### src/rtl/vga_framebuffer_scanner.sv
// Free-running 640x480 VGA scanner: walks the timing counters, fetches one byte per SxS block from
// RAM port B and expands RRRGGGBB to 4-bit RGB with sync, active and frame_start kept aligned.
module vga_framebuffer_scanner #(
  parameter int unsigned PIXEL_DIV   = 2,
  parameter int unsigned H_ACTIVE    = 640,
  parameter int unsigned H_FP        = 16,
  parameter int unsigned H_SYNC      = 96,
  parameter int unsigned H_BP        = 48,
  parameter int unsigned V_ACTIVE    = 480,
  parameter int unsigned V_FP        = 10,
  parameter int unsigned V_SYNC      = 2,
  parameter int unsigned V_BP        = 33,
  parameter int unsigned SCALE_SHIFT = 3,
  parameter logic [15:0] FB_BASE     = 16'h0200,
  parameter bit          SYNC_POL    = 1'b0
) (
  input  logic        clk,
  input  logic        rst,
  input  logic [7:0]  color_data,
  output logic [15:0] color_address,
  output logic [3:0]  red,
  output logic [3:0]  green,
  output logic [3:0]  blue,
  output logic        hsync,
  output logic        vsync,
  output logic        active,
  output logic        frame_start
);

  localparam int unsigned H_TOTAL = H_ACTIVE + H_FP + H_SYNC + H_BP;
  localparam int unsigned V_TOTAL = V_ACTIVE + V_FP + V_SYNC + V_BP;
  localparam int unsigned HW      = $clog2(H_TOTAL);
  localparam int unsigned VW      = $clog2(V_TOTAL);
  localparam int unsigned DW      = $clog2(PIXEL_DIV);

  localparam logic [DW-1:0] DIV_LAST    = DW'(PIXEL_DIV - 1);
  localparam logic [HW-1:0] H_LAST      = HW'(H_TOTAL - 1);
  localparam logic [VW-1:0] V_LAST      = VW'(V_TOTAL - 1);
  localparam logic [HW-1:0] H_VIS_END   = HW'(H_ACTIVE);
  localparam logic [VW-1:0] V_VIS_END   = VW'(V_ACTIVE);
  localparam logic [HW-1:0] H_SYNC_BEG  = HW'(H_ACTIVE + H_FP);
  localparam logic [HW-1:0] H_SYNC_END  = HW'(H_ACTIVE + H_FP + H_SYNC);
  localparam logic [VW-1:0] V_SYNC_BEG  = VW'(V_ACTIVE + V_FP);
  localparam logic [VW-1:0] V_SYNC_END  = VW'(V_ACTIVE + V_FP + V_SYNC);
  localparam logic [15:0]   ROW_BYTES   = 16'(H_ACTIVE >> SCALE_SHIFT);

  logic [DW-1:0] pix_div;
  logic [HW-1:0] h_cnt;
  logic [VW-1:0] v_cnt;

  logic        pix_en;
  logic        visible;
  logic        h_sync_on;
  logic        v_sync_on;
  logic [15:0] block_row;
  logic [15:0] block_col;
  logic [15:0] fetch_addr;

  always_comb begin
    pix_en     = (pix_div == DIV_LAST);
    visible    = (h_cnt < H_VIS_END) && (v_cnt < V_VIS_END);
    h_sync_on  = (h_cnt >= H_SYNC_BEG) && (h_cnt < H_SYNC_END);
    v_sync_on  = (v_cnt >= V_SYNC_BEG) && (v_cnt < V_SYNC_END);
    block_row  = 16'(v_cnt >> SCALE_SHIFT);
    block_col  = 16'(h_cnt >> SCALE_SHIFT);
    // Constant multiply; the sum deliberately wraps at 16 bits.
    fetch_addr = FB_BASE + block_row * ROW_BYTES + block_col;
  end

  always_ff @(posedge clk) begin
    if (rst) begin
      pix_div       <= '0;
      h_cnt         <= '0;
      v_cnt         <= '0;
      color_address <= FB_BASE;
      red           <= '0;
      green         <= '0;
      blue          <= '0;
      hsync         <= ~SYNC_POL;
      vsync         <= ~SYNC_POL;
      active        <= 1'b0;
      frame_start   <= 1'b0;
    end else begin
      pix_div       <= pix_en ? '0 : pix_div + 1'b1;
      color_address <= visible ? fetch_addr : FB_BASE;
      frame_start   <= pix_en && (h_cnt == '0) && (v_cnt == '0);

      if (pix_en) begin
        if (h_cnt == H_LAST) begin
          h_cnt <= '0;
          v_cnt <= (v_cnt == V_LAST) ? '0 : v_cnt + 1'b1;
        end else begin
          h_cnt <= h_cnt + 1'b1;
        end

        // Output stage captures the pixel that was current for the period just ending.
        hsync  <= h_sync_on ? SYNC_POL : ~SYNC_POL;
        vsync  <= v_sync_on ? SYNC_POL : ~SYNC_POL;
        active <= visible;
        if (visible) begin
          red   <= {color_data[7:5], color_data[7]};
          green <= {color_data[4:2], color_data[4]};
          blue  <= {color_data[1:0], color_data[1:0]};
        end else begin
          red   <= '0;
          green <= '0;
          blue  <= '0;
        end
      end
    end
  end

endmodule

### config.mk
export PLATFORM = sky130hd
export DESIGN_NAME = vga_framebuffer_scanner
export DESIGN_NICKNAME = d
export VERILOG_FILES = /design/src/rtl/vga_framebuffer_scanner.sv
export SDC_FILE = /design/constraint.sdc
export NUM_CORES = 1
export LEC_CHECK = 0
export ABC_CLOCK_PERIOD_IN_PS = 4650
export CORE_AREA = 4 4 82 69
export DETAILED_ROUTE_END_ITERATION = 8
export DIE_AREA = 0 0 86 73
export GPL_ROUTABILITY_DRIVEN = 0
export MAX_ROUTING_LAYER = met4
export PLACE_DENSITY = 0.73
export SYNTH_ARGS = -nofsm -noshare
export SYNTH_HDL_FRONTEND = slang
export SYNTH_SLANG_ARGS = --single-unit
### constraint.sdc
create_clock -name clk -period 4.65 [get_ports clk]
set_input_delay 1.395 -clock clk [delete_from_list [all_inputs] [get_ports clk]]
set_output_delay 1.395 -clock clk [all_outputs]
set_load 0.005 [all_outputs]
# == Word level (Yosys, flattened, before mapping) ==
# Index checks and enable logic that the tools add are counted.
# totals
register_bits,53
latchBits,0
ram_bits,0
mem_bits_ro,0
out_inout_bits,32
elab_cells,43
mem_count,0
# classes
n_addsub,5
multipliers,1
div,0
magnitude_cmp,6
eq_ne,2
shifts,0
mux,7
bitwise_logic,1
reduce_logical,10
# op_table
cell,count
$add 10x1->10 const B,2
$eq 10x10->1 const B,2
$logic_not 10->1,2
$lt 10x10->1 const B,2
$lt 10x9->1 const B,2
$mux 10,2
$add 15x7->16,1
$add 10x14->15 const A,1
$mux 4,3
$ge 10x10->1 const B,1
$ge 10x9->1 const B,1
$mul 7x3->10 const B,1
$logic_and 1x1->1,5
$reduce_or 2->1,2
$mux 1,2
$reduce_and 2->1,1
$add 1x1->1 const B,1
$not 1->1,1

# == Depth between registers and ports, before layout ==
# depth
word_depth,4
ltp_mapped,8

# == Least setup slack after synthesis ==
# No wires, ideal clock.
# synth_timing
kind,input port to flip-flop
from,input port rst
to,register color_address[11]
arrival_time_ns,2.486
slack_ns,2.105
path_stages,5
path_buffers,1
path_cell_list,clkbuf_1 nor2_1 nand3_1 or4_1 nand2_1
# synth_between
elab_chain_cells,1
# synth_lines
item,line,source
from (decl),18,"input logic rst,"
$reduce_or 2->1 (no source line),n/a,
to (signal assigned),85,color_address <= visible ? fetch_addr : FB_BASE;
to (decl),20,"output logic [15:0] color_address,"
# Every way passes these cells.
# A chain may end at the register's enable or synchronous reset.

# == Final worst setup path ==
# Ends and elaborated chain as after synthesis.

==> flow_metrics.py <==
metrics = {
    "logic_synthesis": {
        "synth_xor_area_share_pct": 8.903,
        "syn_area_per_cell_um2": 9.081,
        "yosysWarnings": 0,
        "synth_top_family_by_area": "simple AND/OR/NAND/NOR gates",
        "synth-seq-cells": 48,
        "synth_cells": 260,
        "ys.flop_type": "dfxtp_1",
        "synth_edf_count": 0,
        "synthSimpleGateAreaFrac_pct": 23.74,
        "synth_fa_ha_area_share_pct": 10.70,
        "async_flop_share_pct": 0,
        "syn_area_um2": 2361,
        "synth_cell_type_count": 41,
        "synth_mux_area_share_pct": 0.8479,
        "yosysSeqAreaShare_pct": 40.70,
        "synth-compound-area-share_pct": 8.426,
    },
    "routing": {
        "postRouteAntennaNets": 0,
        "wl_met1_um": 2484,
        "drc_errors": 0,
        "dr.max_layer_used": "met4",
        "wl_met2_um": 1868,
        "routed_via_density": 5.213,
        "wirelength_um": 4698,
        "firstDrtPassIters": 4,
        "drt-wirelength-per-cell_um": 13.20,
        "vias": 1856,
        "drtIter0Drc": 101,
        "wl_met3_um": 296,
    },
    "cts": {
        "hold_buffers": 0,
        "numCtsBuffers": 5,
        "clk_pin_slew_ns": 0.09,
        "cts.root.buffer_cell": "clkbuf_8",
        "clk_path_buf_depth": 2,
        "tritoncts": "done",
        "cts_setup_buffers": 0,
        "postCtsResizedCells": 0,
        "cts_sinks": 48,
        "htree_levels": 2,
        "clk_latency_ns": 0.30,
    },
    "power_and_ir_drop": {
        "p_int_uw": 568.9,
        "p_sw_uw": 169.1,
        "sequentialPowerShare_pct": 57.6,
        "power_leakage_nw": 1.128,
        "swShare_pct": 22.91,
        "ir_worst_vdd_v": 0.0001394,
        "p_total_uw": 738.0,
        "power_frac_comb_pct": 7.4,
        "clockPowerShare_pct": 35.1,
        "cellPowerDensity_nw_per_um2": 257.6,
    },
    "sta": {
        "slew_violations": 0,
        "setup_tns_ns": 0,
        "fmax_mhz": 312.6,
        "final.min_clock_period_ns": 3.199,
        "slew-limit-headroom_pct": 45.20,
        "whs_ns": 0.4758,
        "rsz0062_at_grt": "false",
        "setup_viol": 0,
        "hold_violations": 0,
        "max_slew.worst_pin.slew_ns": 0.8158,
        "fin_skew_ns": 0.003344,
        "post-route-period-util_pct": 68.79,
    },
    "placement": {
        "port_buffers": 40,
        "dp_hpwl_um": 3394,
    },
    "die": {
        "die_h_um": 73,
        "die-area_um2": 6278,
        "start_util_pct": 48.55,
        "io_pins": 42,
        "chipWidth_um": 86,
        "core_area_um2": 4863,
        "row_count": 23,
    },
    "critical_path": {
        "r2r_cells": 8,
        "worst-path-stages": 6,
        "slowest_delay_ns": 0.67,
        "critPathMaxFanout": 27,
        "crit_family": "simple AND/OR/NAND/NOR gates",
        "crit_chain": "clkdlybuf4s50_1 > buf_4 > nor2_1 > nand3_1 > or4_1 > nand2_1",
        "start_kind": "input port",
        "rrSetupSlack_ns": 2.22,
        "end_kind": "flop",
        "slowest_stage": "or4_1",
        "required_ns": 4.90,
        "criticalPathCategory": "in -> reg",
        "cp.arrival_ns": 3.45,
        "path_buf_inv": 2,
    },
    "min_path": {
        "whs_path_depth": 2,
        "worst_hold_path_type": "reg -> reg",
    },
    "global_routing": {
        "grtUsageTotal_pct": 16.43,
        "grt_max_degree": 28,
        "grt-ovfl-total": 0,
        "grt_pass1_vias": 1700,
        "antenna_found_initial": 0,
        "grt_pass1_wl_um": 8093,
    },
    "layout": {
        "drive_gt1_share_pct": 6.463,
        "layout.nets": 322,
        "area_growth_pct": 21.36,
        "diodes": 0,
    },
    "job": {
        "maxCapViolations": 0,
    },
    "run_status": {
        "outcome": "finished, final reports clean",
    },
}
[cells in the final DEF (no fill, tap or decap), types with 2 or more instances in the layout]
cell and count:
a21oi_1 5, nor2b_1 2, dfxtp_1 48, a21o_1 3
nor3_1 12, nand3b_1 2, o32ai_1 8, nand3_1 5
conb_1 2, xor2_1 13, nand2_1 21, and2_1 4
clkbuf_8 6, fa_1 2, and3_1 4, nor4_1 5
a41o_1 2, ha_1 17, xnor2_1 11, mux2i_1 2
nor2_1 28, clkdlybuf4s50_1 40, o211ai_1 2, nand2b_1 2
buf_4 2, clkinvlp_4 2, nor2_2 4, o21ai_0 5
inv_1 17, nand4_1 7
[routing by layer]
layer / global-route usage (%) / vias to the layer above
met1: 23.37 / 849
met5: - / -
li1: - / 954
met4: 4.745 / 0
met2: 23.18 / 47
met3: 3.725 / 6
[state kept, by name, indices dropped and copies added (netlist names)]
signal	cells
color_address	15
frame_start	1
hsync	1
active	1
v_cnt	10
blue	2
h_cnt	10
green	3
vsync	1
pix_div	1
red	3
[per-stage QoR]
stage	std cells	utilization [%]	cell area, µm²	setup slack [ns]
2_1_floorplan	261	-	2365	2.105
3_3_place_gp	348	56.91	2768	1.182
3_5_place_dp	348	56.91	2768	1.160
4_1_cts	356	58.91	2865	1.483
5_1_grt	356	58.91	2865	1.308
6_report	356	58.91	2865	1.451
[cell type report]
| cell class | instances | area (µm²) |
|---|---|---|
| well taps | 62 | 77.57 |
| repair buffers | 42 | 415.4 |
| clock inverters | 2 | 15.01 |
| flip-flops and latches | 48 | 960.9 |
| inverters | 17 | 63.81 |
| multi-input cells | 179 | 1250 |
| fillers | 416 | 1998 |
| clock buffers | 6 | 82.58 |
[cells in the mapped netlist (all sizes together), types with 2 or more instances]
| cell type | n | area (µm²) |
|---|---|---|
| mux2i | 2 | 20.02 |
| and2 | 4 | 25.02 |
| xnor2 | 11 | 96.34 |
| and3 | 4 | 25.02 |
| fa | 2 | 40.04 |
| nand4 | 8 | 65.06 |
| xor2 | 13 | 113.9 |
| nand3 | 5 | 25.02 |
| clkbuf | 7 | 26.28 |
| a21oi | 5 | 25.02 |
| or4 | 2 | 18.77 |
| nor3 | 12 | 60.06 |
| or3 | 2 | 13.77 |
| a21o | 3 | 22.52 |
| o211ai | 2 | 15.01 |
| o21ai | 5 | 25.02 |
| nor2b | 2 | 12.51 |
| nand2 | 21 | 78.83 |
| o32ai | 8 | 70.07 |
| nand3b | 2 | 15.01 |
| buf | 10 | 63.80 |
| dfxtp | 48 | 960.9 |
| a41o | 2 | 20.02 |
| nor4 | 6 | 52.55 |
| inv | 17 | 63.81 |
| ha | 17 | 212.7 |
| nor2 | 32 | 130.1 |
| nand2b | 2 | 12.51 |
[worst paths after layout]
kind / end / start
min: red[1] / red[1]
max reg2reg: color_address[11] / v_cnt[4]
min reg2reg: red[1] / red[1]
max: color_address[11] / rst
[worst reg2reg max path: stages (launching register included)]
cell	delay [ns]
dfxtp_1	0.49
ha_1	0.29
ha_1	0.22
fa_1	0.40
a21o_1	0.18
a21oi_1	0.17
xnor2_1	0.15
or4_1	0.41
nand2_1	0.07
[power by group through the flow]
| stage | Combinational, mW | Sequential, mW | Clock [mW] |
|---|---|---|---|
| 3_3_place_gp | 0.0538 | 0.434 | 0 |
| 6_report | 0.0544 | 0.425 | 0.259 |
| 2_1_floorplan | 0.0294 | 0.434 | 0 |
| 5_1_grt | 0.0594 | 0.426 | 0.289 |
| 3_5_place_dp | 0.0543 | 0.434 | 0 |
| 4_1_cts | 0.0547 | 0.425 | 0.273 |
[kinds of logic (layout without fill, tap and decap cells)]
group,after synthesis,after routing
AND/OR/NAND/NOR,104,104
flip-flops,48,48
buffers and inverters,34,67
AO/OA/AOI/OAI,28,28
XOR/XNOR,24,24
adder cells (fa/ha/maj),19,19
multiplexers,2,2
other,1,2
Power figures use the tool's default switching activity.
